## src/rtl/pio_osr_pipe_pkg.sv

```systemverilog
// Shared types and helpers for the PIO output shift register.
// Holds the shift direction enum, the decoded-op struct and the saturating counter add.
package pio_osr_pkg;

    localparam int MAX_SH_W = 6;

    typedef enum logic {
        SHIFT_LEFT  = 1'b0,
        SHIFT_RIGHT = 1'b1
    } osr_dir_e;

    typedef struct packed {
        logic                out;
        logic                pull;
        logic                block;
        logic                mov;
        logic [MAX_SH_W-1:0] bits;
    } osr_op_t;

    // Counter advance clamped at the register width; 9-bit sum so no overflow for widths up to 64
    function automatic logic [7:0] sat_add(input logic [7:0] count,
                                           input logic [7:0] n,
                                           input logic [7:0] data_w);
        logic [8:0] sum;
        sum = {1'b0, count} + {1'b0, n};
        if (sum > {1'b0, data_w}) begin
            sat_add = data_w;
        end else begin
            sat_add = sum[7:0];
        end
    endfunction

endpackage

```

## src/rtl/pio_osr_pipe_if.sv

```systemverilog
// TX FIFO pop interface between the FIFO head (master) and the OSR (slave).
interface pio_osr_pipe_if #(
    parameter int DATA_W = 32
);
    logic [DATA_W-1:0] fifo_data;
    logic              fifo_valid;
    logic              fifo_ready;

    modport master (output fifo_data, output fifo_valid, input fifo_ready);
    modport slave  (input fifo_data, input fifo_valid, output fifo_ready);
endinterface

```

## src/rtl/pio_osr_pipe_shifter.sv

```systemverilog
// Combinational barrel shifter for the OSR: produces the right-aligned OUT
// field and the zero-filled remainder for a shift of n (1..DATA_W) bits.
module pio_osr_shifter
    import pio_osr_pkg::*;
#(
    parameter int DATA_W = 32,
    parameter int CNT_W  = $clog2(DATA_W) + 1
) (
    input  logic [DATA_W-1:0] shift_reg,
    input  osr_dir_e          dir,
    input  logic [CNT_W-1:0]  n,
    output logic [DATA_W-1:0] out_data,
    output logic [DATA_W-1:0] shift_next
);
    localparam logic [CNT_W-1:0] FULL = CNT_W'(DATA_W);

    logic [DATA_W:0]   mask_wide_s;
    logic [CNT_W-1:0]  rem_s;

    // Shifting by DATA_W yields zero, so n == DATA_W needs no special case
    always_comb begin
        mask_wide_s = ({{DATA_W{1'b0}}, 1'b1} << n) - {{DATA_W{1'b0}}, 1'b1};
        rem_s       = FULL - n;
        case (dir)
            SHIFT_LEFT: begin
                out_data   = shift_reg >> rem_s;
                shift_next = shift_reg << n;
            end
            SHIFT_RIGHT: begin
                out_data   = shift_reg & mask_wide_s[DATA_W-1:0];
                shift_next = shift_reg >> n;
            end
            default: begin
                out_data   = {DATA_W{1'b0}};
                shift_next = shift_reg;
            end
        endcase
    end

endmodule

```

## src/rtl/pio_osr_pipe.sv

```systemverilog
// PIO output shift register for one state machine: PULL/MOV/OUT with autopull.
// Optional one-entry TX prefetch register is compiled in with PIO_OSR_PREFETCH_EN.
module pio_osr_pipe
    import pio_osr_pkg::*;
#(
    parameter int DATA_W = 32,
    parameter int SH_W   = $clog2(DATA_W),
    parameter int CNT_W  = $clog2(DATA_W) + 1
) (
    input  logic              clk,
    input  logic              reset_n,
    input  logic              penable,
    input  logic              restart,
    input  logic              stalled,
    input  logic              cfg_dir,
    input  logic              cfg_autopull,
    input  logic [SH_W-1:0]   cfg_thresh,
    input  logic              op_out,
    input  logic [SH_W-1:0]   op_bits,
    input  logic              op_pull,
    input  logic              op_block,
    input  logic              op_mov,
    input  logic [DATA_W-1:0] mov_data,
    input  logic [DATA_W-1:0] x_data,
    pio_osr_pipe_if.slave     fifo,
    output logic [DATA_W-1:0] out_data,
    output logic              out_valid,
    output logic              stall_req,
    output logic [CNT_W-1:0]  shift_count,
    output logic              empty_la
);
    localparam logic [CNT_W-1:0]  FULL   = CNT_W'(DATA_W);
    localparam logic [CNT_W-1:0]  CNT_Z  = {CNT_W{1'b0}};
    localparam logic [SH_W-1:0]   SH_Z   = {SH_W{1'b0}};
    localparam logic [MAX_SH_W-1:0] BITS_Z = {MAX_SH_W{1'b0}};

    logic [DATA_W-1:0] shift_r;
    logic [CNT_W-1:0]  count_r;

    osr_op_t           op_s;
    logic [CNT_W-1:0]  n_s, thresh_s, base_s, la_count_s;
    logic              run_s, op_act_s, do_mov_s, do_pull_s, do_out_s, idle_s, need_pull_s;
    logic              avail_s, consume_s, stall_s, valid_s;
    logic [DATA_W-1:0] avail_data_s, src_s, sh_out_s, sh_next_s, shift_nxt_s;
    logic [CNT_W-1:0]  count_nxt_s;

    // Decode the op by priority and resolve zero-encoded bit counts
    always_comb begin
        op_s        = '{out: op_out, pull: op_pull, block: op_block, mov: op_mov,
                        bits: MAX_SH_W'(op_bits)};
        n_s         = (op_s.bits == BITS_Z) ? FULL : CNT_W'(op_s.bits);
        thresh_s    = (cfg_thresh == SH_Z) ? FULL : CNT_W'(cfg_thresh);
        run_s       = reset_n && !restart && penable;
        op_act_s    = run_s && !stalled;
        do_mov_s    = op_act_s && op_s.mov;
        do_pull_s   = op_act_s && !op_s.mov && op_s.pull;
        do_out_s    = op_act_s && !op_s.mov && !op_s.pull && op_s.out;
        idle_s      = run_s && !(op_act_s && (op_s.mov || op_s.pull || op_s.out));
        need_pull_s = cfg_autopull && (count_r >= thresh_s);
    end

`ifdef PIO_OSR_PREFETCH_EN
    logic              pf_valid_r;
    logic [DATA_W-1:0] pf_data_r;
    logic              fill_s;

    // Loads are served from the prefetch entry
    always_comb begin
        avail_s      = pf_valid_r;
        avail_data_s = pf_data_r;
    end

    // Entry refills whenever it is (or is becoming) empty, regardless of penable/stalled
    always_comb begin
        fill_s          = reset_n && !restart && fifo.fifo_valid && (!pf_valid_r || consume_s);
        fifo.fifo_ready = fill_s;
    end

    // Prefetch entry; restart drops whatever it holds
    always_ff @(posedge clk) begin
        if (!reset_n) begin
            pf_valid_r <= 1'b0;
            pf_data_r  <= {DATA_W{1'b0}};
        end else if (restart) begin
            pf_valid_r <= 1'b0;
        end else if (fill_s) begin
            pf_valid_r <= 1'b1;
            pf_data_r  <= fifo.fifo_data;
        end else if (consume_s) begin
            pf_valid_r <= 1'b0;
        end else begin
            pf_valid_r <= pf_valid_r;
        end
    end
`else
    // Loads take the FIFO head directly and pop it in the same cycle
    always_comb begin
        avail_s         = fifo.fifo_valid;
        avail_data_s    = fifo.fifo_data;
        fifo.fifo_ready = consume_s;
    end
`endif

    // An autopulling OUT shifts the freshly loaded word, not the stale register
    always_comb begin
        if (do_out_s && need_pull_s) begin
            src_s = avail_data_s;
        end else begin
            src_s = shift_r;
        end
    end

    pio_osr_shifter #(
        .DATA_W (DATA_W),
        .CNT_W  (CNT_W)
    ) u_shifter (
        .shift_reg  (src_s),
        .dir        (osr_dir_e'(cfg_dir)),
        .n          (n_s),
        .out_data   (sh_out_s),
        .shift_next (sh_next_s)
    );

    // Next OSR contents, counter, pop and stall decision
    always_comb begin
        shift_nxt_s = shift_r;
        count_nxt_s = count_r;
        base_s      = count_r;
        consume_s   = 1'b0;
        stall_s     = 1'b0;
        valid_s     = 1'b0;
        if (do_mov_s) begin
            shift_nxt_s = mov_data;
            count_nxt_s = CNT_Z;
        end else if (do_pull_s) begin
            if (avail_s) begin
                shift_nxt_s = avail_data_s;
                count_nxt_s = CNT_Z;
                consume_s   = 1'b1;
            end else if (op_s.block) begin
                stall_s = 1'b1;
            end else begin
                shift_nxt_s = x_data;
                count_nxt_s = CNT_Z;
            end
        end else if (do_out_s) begin
            if (need_pull_s && !avail_s) begin
                stall_s = 1'b1;
            end else begin
                if (need_pull_s) begin
                    consume_s = 1'b1;
                    base_s    = CNT_Z;
                end else begin
                    base_s = count_r;
                end
                shift_nxt_s = sh_next_s;
                count_nxt_s = CNT_W'(sat_add(8'(base_s), 8'(n_s), 8'(DATA_W)));
                valid_s     = 1'b1;
            end
        end else if (idle_s && need_pull_s && avail_s) begin
            shift_nxt_s = avail_data_s;
            count_nxt_s = CNT_Z;
            consume_s   = 1'b1;
        end else begin
            shift_nxt_s = shift_r;
        end
    end

    // OSR state; restart only rewinds the counter
    always_ff @(posedge clk) begin
        if (!reset_n) begin
            shift_r <= {DATA_W{1'b0}};
            count_r <= FULL;
        end else if (restart) begin
            count_r <= FULL;
        end else begin
            shift_r <= shift_nxt_s;
            count_r <= count_nxt_s;
        end
    end

    // Outputs are forced quiet while reset is asserted
    always_comb begin
        if (do_out_s && valid_s) begin
            la_count_s = count_nxt_s;
        end else begin
            la_count_s = count_r;
        end
        out_data    = valid_s ? sh_out_s : {DATA_W{1'b0}};
        out_valid   = valid_s;
        stall_req   = stall_s;
        shift_count = reset_n ? count_r : FULL;
        empty_la    = reset_n && (la_count_s >= thresh_s);
    end

endmodule
```

## src/flat_wrapper.sv

```systemverilog
// flat-port wrapper written by rule: the top's interface ports become plain ports
module pio_osr_pipe_flat import pio_osr_pkg::*;
#(
    parameter int DATA_W = 32,
    parameter int SH_W   = $clog2(DATA_W),
    parameter int CNT_W  = $clog2(DATA_W) + 1
)
  (clk, reset_n, penable, restart, stalled, cfg_dir, cfg_autopull, cfg_thresh, op_out, op_bits, op_pull, op_block, op_mov, mov_data, x_data, out_data, out_valid, stall_req, shift_count, empty_la, fifo_fifo_data, fifo_fifo_valid, fifo_fifo_ready);
  pio_osr_pipe_if #(.DATA_W(DATA_W)) fifo_i ();
  input  logic clk;
  input  logic reset_n;
  input  logic penable;
  input  logic restart;
  input  logic stalled;
  input  logic cfg_dir;
  input  logic cfg_autopull;
  input  logic [SH_W-1:0] cfg_thresh;
  input  logic op_out;
  input  logic [SH_W-1:0] op_bits;
  input  logic op_pull;
  input  logic op_block;
  input  logic op_mov;
  input  logic [DATA_W-1:0] mov_data;
  input  logic [DATA_W-1:0] x_data;
  output logic [DATA_W-1:0] out_data;
  output logic out_valid;
  output logic stall_req;
  output logic [CNT_W-1:0] shift_count;
  output logic empty_la;
  input wire logic [$bits(fifo_i.fifo_data)-1:0] fifo_fifo_data;
  input wire logic [$bits(fifo_i.fifo_valid)-1:0] fifo_fifo_valid;
  output wire logic [$bits(fifo_i.fifo_ready)-1:0] fifo_fifo_ready;
  assign fifo_i.fifo_data = fifo_fifo_data;
  assign fifo_i.fifo_valid = fifo_fifo_valid;
  assign fifo_fifo_ready = fifo_i.fifo_ready;
  pio_osr_pipe #(.DATA_W(DATA_W), .SH_W(SH_W), .CNT_W(CNT_W)) u_core (.clk(clk), .reset_n(reset_n), .penable(penable), .restart(restart), .stalled(stalled), .cfg_dir(cfg_dir), .cfg_autopull(cfg_autopull), .cfg_thresh(cfg_thresh), .op_out(op_out), .op_bits(op_bits), .op_pull(op_pull), .op_block(op_block), .op_mov(op_mov), .mov_data(mov_data), .x_data(x_data), .fifo(fifo_i), .out_data(out_data), .out_valid(out_valid), .stall_req(stall_req), .shift_count(shift_count), .empty_la(empty_la));
endmodule
```

## config.mk

```make
export PLATFORM = sky130hd
export DESIGN_NAME = pio_osr_pipe_flat
export DESIGN_NICKNAME = d
export VERILOG_FILES = /design/src/rtl/pio_osr_pipe_pkg.sv /design/src/rtl/pio_osr_pipe_if.sv /design/src/rtl/pio_osr_pipe_shifter.sv /design/src/rtl/pio_osr_pipe.sv /design/src/flat_wrapper.sv
export SDC_FILE = /design/constraint.sdc
export NUM_CORES = 1
export LEC_CHECK = 0
export CORE_AREA = 3 3 160 162
export CTS_CLUSTER_SIZE = 8
export DETAILED_ROUTE_END_ITERATION = 12
export DIE_AREA = 0 0 163 165
export PLACE_DENSITY = 0.64
export SLEW_MARGIN = 20
export SYNTH_ARGS = -nofsm -noshare
export SYNTH_HDL_FRONTEND = slang
export SYNTH_HIERARCHICAL = 1
export SYNTH_SLANG_ARGS = --single-unit
```

## constraint.sdc

```tcl
create_clock -name clk -period 9.2 [get_ports clk]
set_input_delay 0.92 -clock clk [delete_from_list [all_inputs] [get_ports clk]]
set_output_delay 0.92 -clock clk [all_outputs]
set_load 0.01 [all_outputs]
```

==> results of run 1 <==
## routing by layer
metal,vias to the layer above,global-route usage [%],wire (microns)
li1,5303,-,-
met1,5942,46.0,18900
met2,891,53.1,21100
met3,151,9.61,5740
met4,0,12.7,2220
met5,-,0,0
## worst min path at each step
| stage | from | to | slack [ns] | cells after the start |
|---|---|---|---|---|
| 6_report | u_core/shift_r[30]$_SDFFE_PN0P_ | u_core/shift_r[30]$_SDFFE_PN0P_ | 0.45 | 2 |
| 5_1_grt | u_core/shift_r[5]$_SDFFE_PN0P_ | u_core/shift_r[5]$_SDFFE_PN0P_ | 0.47 | 2 |
| 4_1_cts | u_core/shift_r[1]$_SDFFE_PN0P_ | u_core/shift_r[1]$_SDFFE_PN0P_ | 0.46 | 2 |
| 3_5_place_dp | u_core/shift_r[0]$_SDFFE_PN0P_ | u_core/shift_r[0]$_SDFFE_PN0P_ | 0.44 | 2 |
| 3_3_place_gp | u_core/shift_r[5]$_SDFFE_PN0P_ | u_core/shift_r[5]$_SDFFE_PN0P_ | 0.44 | 2 |
| 2_1_floorplan | u_core/shift_r[0]$_SDFFE_PN0P_ | u_core/shift_r[0]$_SDFFE_PN0P_ | 0.43 | 2 |
## flip-flops by register name (all words and copies together), names as in the netlist
| name | flops |
|---|---|
| u_core/shift_r | 32 |
| u_core/count_r | 6 |
## critical path: stages
cell and delay [ns]:
clkdlybuf4s50_1 0.46, nor3_1 0.20, nand3_1 0.13, ha_1 0.33, a41oi_1 0.13, o2bb2ai_2 0.30, nand2_1 0.25, and2_1 0.23
ha_1 0.32, a21o_1 0.23, a221oi_1 0.35, xnor2_1 0.24, o31ai_1 0.14, and3_1 0.21, a32oi_1 0.23, ha_1 0.25
nand2b_1 0.14, a21o_1 0.17, a21oi_1 0.13, nor2b_1 0.05, o21ai_0 0.14, a21oi_1 0.08, clkdlybuf4s50_1 0.48
## logic make-up (layout without fill, tap and decap cells)
| kind of cell | after synthesis | after routing |
|---|---|---|
| AND/OR/NAND/NOR | 456 | 456 |
| AO/OA/AOI/OAI | 370 | 370 |
| multiplexers | 277 | 277 |
| buffers and inverters | 169 | 215 |
| flip-flops | 38 | 38 |
| adder cells (fa/ha/maj) | 26 | 26 |
| XOR/XNOR | 15 | 15 |
## stage by stage
| step | hold WS [ns] | total power (uW) |
|---|---|---|
| after CTS | 0.457 | 883 |
| after global routing | 0.471 | 937 |
| after floorplan | 0.431 | 518 |
| after global placement | 0.439 | 683 |
| after detailed placement | 0.445 | 681 |
| final | 0.455 | 903 |
## power groups by stage
stage	Sequential, uW	Clock (uW)	Combinational, uW
floorplan	178	0	340
global placement	179	0	504
detailed placement	179	0	502
CTS	175	203	505
global route	176	212	548
finish	175	203	525
## layout make-up
type	instances	area [sq um]	area share [%]
Clock buffer	7	133	1.07
Clock inverter	1	30.0	0.243
Inverter	20	75.1	0.608
Multi-Input combinational cell	1144	9180	74.3
Sequential cell	38	761	6.16
Tap cell	324	405	3.28
Timing Repair Buffer	187	1770	14.4
## cell usage after synthesis (all sizes together) (6+ instances only)
master	n	area, sq um
ha	25	313
nand4	8	50.1
nand2b	10	62.6
o221ai	45	394
inv	18	67.6
mux2	86	968
o21a	10	75.1
nand2	150	563
mux4	64	1440
and3	11	68.8
or3	9	61.3
nor3b	6	50.1
mux2i	127	1270
o2111ai	8	70.1
o21ai	47	235
and2	50	313
a311oi	7	61.3
nor3	22	120
o2bb2ai	7	67.6
a31oi	17	106
nor4	8	62.6
o22ai	11	68.8
a22oi	10	88.8
a21oi	63	319
a2bb2oi	29	254
buf	79	561
nor2	122	458
o211ai	23	178
a21o	9	67.6
a211oi	8	65.1
a32oi	7	61.3
xnor2	10	87.6
clkbuf	70	269
a211o	6	52.6
nor2b	13	83.8
a221oi	7	61.3
dfxtp	38	761
nand3	25	148
==> metrics.log, run 1 <==
INFO  metric launch_instance_of_the_worst_register_to_register_path = u_core/count_r[0]$_SDFF_PP0_
INFO  metric dpl.cell_count = 1,713
INFO  metric synth-simple-area-share = 20.6%
INFO  metric clock_tree_from_tritoncts = yes
INFO  metric ctsResizeCount = 0
INFO  metric antenna_cells_inserted = 0
INFO  metric globalRouteOverflowTotal = 0
INFO  metric final.setup_skew = 0.00401 ns
INFO  metric die_height = 165 microns
INFO  metric yosys.area_share.xor_xnor = 1.21%
INFO  metric die_w = 163 microns
INFO  metric synth_ff_type = dfxtp_1
INFO  metric post_detailed_route_drc_marker_count = 0
INFO  metric power.sequential.fraction = 19.4%
INFO  metric nNetsFinal = 1,540
INFO  metric utilization = 50.9%
INFO  metric rows = 57
INFO  metric final-hold-violation-count = 0
INFO  metric htree_levels = 2
INFO  metric critical_path.endpoint = empty_la
INFO  metric reg2reg_setup_slack = 4.01 ns
INFO  metric report.final.setup_viol = 0
INFO  metric cp_data_arrival_time = 6.14 ns
INFO  metric power_density = 73.1 nW/um^2
INFO  metric post_drt_via_cell_ratio = 7.14
INFO  metric synth-compound-area-share = 25.8%
INFO  metric async_set_or_reset_flop_fraction_in_the_synthesized_netlist = 0%
INFO  metric fmax = 142 MHz
INFO  metric critPathMaxFanout = 6
INFO  metric postSynthCellCount = 1,351
INFO  metric hold_path.class = flip-flop to flip-flop
INFO  metric clock_latency = 0.29 ns
INFO  metric antenna_violations_before_repair = 0
INFO  metric clk_pin_slew_worst_paths = 0.06 ns
INFO  metric ys_types = 99
INFO  metric cts.sinks = 38
INFO  metric net_switching_power_of_the_design = 392 uW
INFO  metric status = complete, no violations
INFO  metric drtAntennaViolNets = 0
INFO  metric buffer_levels_on_the_longest_clock_path = 2
INFO  metric cts_buffers = 5
INFO  metric synth_seq_cells = 38
INFO  metric areaGrowthSynthToFinish = 14.1%
INFO  metric timing.max_slew.rel_slack = 28.3%
INFO  metric rsz_0062_raised_after_global_routing = no
INFO  metric timing_max_transition_violations_final = 0
INFO  metric first_global_vias = 11,600
INFO  metric track_usage = 34.4%
INFO  metric synth-edff-count = 0
INFO  metric synth_fp_nets = 1,495
INFO  metric reg2regPathDepth = 14
INFO  metric timing.final.ws_setup = 2.14 ns
INFO  metric placed_area = 12,200 sq um
INFO  metric finalNonFillerCells = 1,721
INFO  metric worst_r2r_endpoint = u_core/shift_r[1]$_SDFFE_PN0P_
INFO  metric placement.setup.worst_slack = 2.18 ns
INFO  metric design.portCount = 160
INFO  metric path_class = input port to output pin
INFO  metric most_frequent_standard_cell_in_the_layout_excluding_fill_and_tap_cells = clkdlybuf4s50_1
INFO  metric grt_first_pass_wirelength = 71,900 microns
INFO  metric launch_point_of_the_worst_path = cfg_thresh[0]
INFO  metric design.die.area = 26,900 sq um
INFO  metric most_used_cells_in_the_layout_excluding_fill_and_tap_cells = clkdlybuf4s50_1, nand2_1, mux2i_1
INFO  metric finalInstanceArea = 12,400 sq um
INFO  metric min_period = 7.06 ns
INFO  metric start_util = 44.7%
INFO  metric drive_above_1_share = 16.0%
INFO  metric seq_total_area_yosys = 7.02%
INFO  metric synth_area_per_cell = 8.02 sq um
INFO  metric power.switching_fraction = 43.4%
INFO  metric detail_route.iter0.violations = 1,804
INFO  metric grt_start_max_net_pins = 65
INFO  metric fp.coreArea = 24,200 sq um
INFO  metric drt_first_pass_iters = 8
INFO  metric tightest_slew = 1.07 ns
INFO  metric post_synth_instance_area = 10,800 sq um
INFO  metric gp_routability_congestion = 1.03
INFO  metric share_of_cell_area_taken_by_muxes_after_synthesis = 34.0%
INFO  metric cap_violations = 0
INFO  metric ys_warn_count = 6
INFO  metric clockRootBuffer = clkbuf_16
INFO  metric via_count = 12,300
INFO  metric power.static_leakage = 0.00449 uW
INFO  metric buffer_ports.inserted = 159
INFO  metric post_cts_setup_buffers = 0
INFO  metric detailedPlacementHpwl = 35,200 microns
INFO  metric wl_per_cell = 27.9 microns
INFO  metric cp.required = 8.28 ns
INFO  metric clock_power_share = 22.4%
INFO  metric worstSetupStartpointType = input port
INFO  metric yosys.area_share.adder = 3.07%
INFO  metric crit_path_end_kind = output pin
INFO  metric max-vdd-ir-drop = 66.7 uV
INFO  metric hold_buffers = 0
INFO  metric comb_power_share = 58.1%
INFO  metric wl = 48,000 microns
INFO  metric timing.setup.tns = 0 ns
INFO  metric filler_cell_count = 2,375
INFO  metric largest_family_of_logic_cells_by_synthesized_area = multiplexers
INFO  metric power.internal = 511 uW
INFO  metric layout_worst_path_cycle_share = 76.7%
No activity file was read; power rests on OpenSTA's default activity.
==> run 2, diff against run 1 <==
==> constraint.sdc (replaced) <==
create_clock -name clk -period 7.19 [get_ports clk]
set_input_delay 0.719 -clock clk [delete_from_list [all_inputs] [get_ports clk]]
set_output_delay 0.719 -clock clk [all_outputs]
set_load 0.01 [all_outputs]
==> metrics.log, run 2 (same netlist as run 1, synthesis figures left out) <==
INFO  metric drt_first_pass_iters = 6 (-2)
INFO  metric detailedPlacementHpwl = 34,900 microns (-0.88%)
INFO  metric grt_first_pass_wirelength = 71,800 microns (-0.18%)
INFO  metric die_w = 163 microns (unchanged)
INFO  metric filler_cell_count = 2,389 (+0.59%)
INFO  metric ctsResizeCount = 0 (unchanged)
INFO  metric comb_power_share = 57.7% (-0.4 points)
INFO  metric first_global_vias = 11,500 (-1.1%)
INFO  metric max-vdd-ir-drop = 84.7 uV (+27%)
INFO  metric track_usage = 34.5% (about the same)
INFO  metric placed_area = 12,200 sq um (+0.31%)
INFO  metric post_drt_via_cell_ratio = 6.98 (-2.2%)
INFO  metric wl_per_cell = 27.6 microns (-1.1%)
INFO  metric wl = 47,600 microns (-0.83%)
INFO  metric power.sequential.fraction = 19.3% (about the same)
INFO  metric globalRouteOverflowTotal = 0 (unchanged)
INFO  metric htree_levels = 2 (unchanged)
INFO  metric cts.sinks = 38 (unchanged)
INFO  metric report.final.setup_viol = 0 (unchanged)
INFO  metric finalInstanceArea = 12,400 sq um (+0.49%)
INFO  metric cts_buffers = 5 (unchanged)
INFO  metric final-hold-violation-count = 0 (unchanged)
INFO  metric design.portCount = 160 (unchanged)
INFO  metric power.switching_fraction = 43.5% (+0.099 points)
INFO  metric final.setup_skew = 0.00639 ns (+0.00237 ns)
INFO  metric post_cts_setup_buffers = 0 (unchanged)
INFO  metric fmax = 148 MHz
INFO  metric post_detailed_route_drc_marker_count = 0 (unchanged)
INFO  metric via_count = 12,100 (-1.9%)
INFO  metric drive_above_1_share = 16.5% (+0.51 points)
INFO  metric net_switching_power_of_the_design = 505 uW (+29%)
INFO  metric clock_power_share = 22.9% (+0.5 points)
INFO  metric most_used_cells_in_the_layout_excluding_fill_and_tap_cells = clkdlybuf4s50_1, nand2_1, mux2i_1
INFO  metric critPathMaxFanout = 6 (unchanged)
INFO  metric start_util = 44.7% (unchanged)
INFO  metric power_density = 93.4 nW/um^2 (+28%)
INFO  metric tightest_slew = 1.06 ns (-0.0172 ns)
INFO  metric cp.required = 6.47 ns (-1.81 ns)
INFO  metric multiInputGateArea = 9190 sq um (+0.16%)
INFO  metric detail_route.iter0.violations = 1,645 (-8.8%)
INFO  metric drtAntennaViolNets = 0 (unchanged)
INFO  metric power.static_leakage = 0.00451 uW (+0.45%)
INFO  metric clock_tree_from_tritoncts = yes
INFO  metric design.die.area = 26,900 sq um (unchanged)
INFO  metric areaGrowthSynthToFinish = 14.6%
INFO  metric timing_max_transition_violations_final = 0 (unchanged)
INFO  metric worstSetupStartpointType = input port
INFO  metric rows = 57 (unchanged)
INFO  metric hold_buffers = 0 (unchanged)
INFO  metric antenna_violations_before_repair = 1 (+1)
INFO  metric path_class = input port to output pin
INFO  metric antenna_cells_inserted = 0 (unchanged)
INFO  metric cp_data_arrival_time = 6.03 ns (-0.11 ns)
INFO  metric gp_routability_congestion = 1.04 (+0.51%)
INFO  metric cap_violations = 0 (unchanged)
INFO  metric largestRegisters = u_core/shift_r: 32 flops, u_core/count_r: 6 flops
INFO  metric max_ffs_per_register = 32 (unchanged)
INFO  metric status = complete, no violations
INFO  metric largest_reg_by_ff_count = u_core/shift_r
INFO  metric crit_path_end_kind = output pin
INFO  metric buffer_ports.inserted = 159 (unchanged)
INFO  metric most_frequent_standard_cell_in_the_layout_excluding_fill_and_tap_cells = clkdlybuf4s50_1
INFO  metric clockRootBuffer = clkbuf_16
INFO  metric clock_latency = 0.29 ns (about the same)
INFO  metric layout_worst_path_cycle_share = 93.8%
INFO  metric fp.coreArea = 24,200 sq um (unchanged)
INFO  metric min_period = 6.75 ns
INFO  metric total_power = 1160 uW (+28%)
INFO  metric nNetsFinal = 1,545 (+0.32%)
INFO  metric timing.max_slew.rel_slack = 29.6% (+1.3 points)
INFO  metric register_area = 761 sq um (unchanged)
INFO  metric hold_path.class = flip-flop to flip-flop
INFO  metric power.internal = 655 uW (+28%)
INFO  metric clk_pin_slew_worst_paths = 0.06 ns (about the same)
INFO  metric buffer_levels_on_the_longest_clock_path = 2 (unchanged)
INFO  metric die_height = 165 microns (unchanged)
INFO  metric grt_start_max_net_pins = 74 (+14%)
[run 2: cell types whose count changed in the layout (fill, tap and decap cells not counted)]
| cell | change |
|---|---|
| buf_4 | +5 |
| clkinvlp_4 | +2 |
| o2bb2ai_4 | +1 |
| clkbuf_1 | -2 |
| nand2_1 | -1 |
| nand2_2 | +1 |
| o2bb2ai_2 | -1 |
[run 2: worst paths after layout]
kind,to,start,cells past startpoint,slack (ns)
setup / recovery,empty_la,cfg_thresh[0],23,0.44
hold reg to reg,u_core/shift_r[29]$_SDFFE_PN0P_,u_core/shift_r[29]$_SDFFE_PN0P_,2,0.45
setup reg to reg,u_core/shift_r[25]$_SDFFE_PN0P_,u_core/count_r[0]$_SDFF_PP0_,16,2.43
hold / removal,u_core/shift_r[29]$_SDFFE_PN0P_,u_core/shift_r[29]$_SDFFE_PN0P_,2,0.45
[run 2: routing by layer]
metal / track usage [%] / part of all wire (%)
met5: 0 / 0
met4: 14.3 / 4.9
met3: 7.62 / 11
met2: 52.9 / 44
met1: 46.8 / 40
[run 2: critical path, cell delays in order]
cell and delay, ns:
clkdlybuf4s50_1 0.46, nor3_1 0.21, nand3_1 0.15, ha_1 0.37, a41oi_1 0.21, o2bb2ai_4 0.29, nand2_2 0.16, and2_1 0.19
ha_1 0.32, a21o_1 0.24, a221oi_1 0.36, xnor2_1 0.26, o31ai_1 0.15, and3_1 0.23, a32oi_1 0.26, ha_1 0.26
nand2b_1 0.13, a21o_1 0.17, a21oi_1 0.13, nor2b_1 0.05, o21ai_0 0.13, a21oi_1 0.08, clkdlybuf4s50_1 0.48
[run 2: per-stage QoR]
| step | setup TNS, ns | hold WS [ns] | instances | util (%) | setup WS [ns] |
|---|---|---|---|---|---|
| finish | 0 | 0.454 | 1726 | 51.2 | 0.444 |
| floorplan | 0 | 0.431 | 1351 | - | 1.95 |
| global route | -0.0308 | 0.469 | 1726 | 51.2 | -0.0308 |
| detailed placement | 0 | 0.446 | 1718 | 50.4 | 0.465 |
| CTS | 0 | 0.458 | 1726 | 51.1 | 0.420 |
| global placement | 0 | 0.439 | 1718 | 50.4 | 0.588 |
[run 2: final cells by class]
| type | count | area share, % |
|---|---|---|
| clock buffer | 5 | 1.01 |
| sequential | 38 | 6.13 |
| multi-input combinational | 1144 | 74.0 |
| timing repair buffer | 192 | 14.6 |
| clock inverter | 3 | 0.363 |
| tap | 324 | 3.27 |
| inverter | 20 | 0.605 |
[run 2: power groups by stage]
| stage | Sequential [uW] | Clock, uW | Combinational, uW |
|---|---|---|---|
| floorplan | 227 | 0 | 436 |
| global placement | 228 | 0 | 645 |
| detailed placement | 228 | 0 | 644 |
| CTS | 224 | 272 | 647 |
| global route | 225 | 281 | 702 |
| finish | 224 | 266 | 670 |
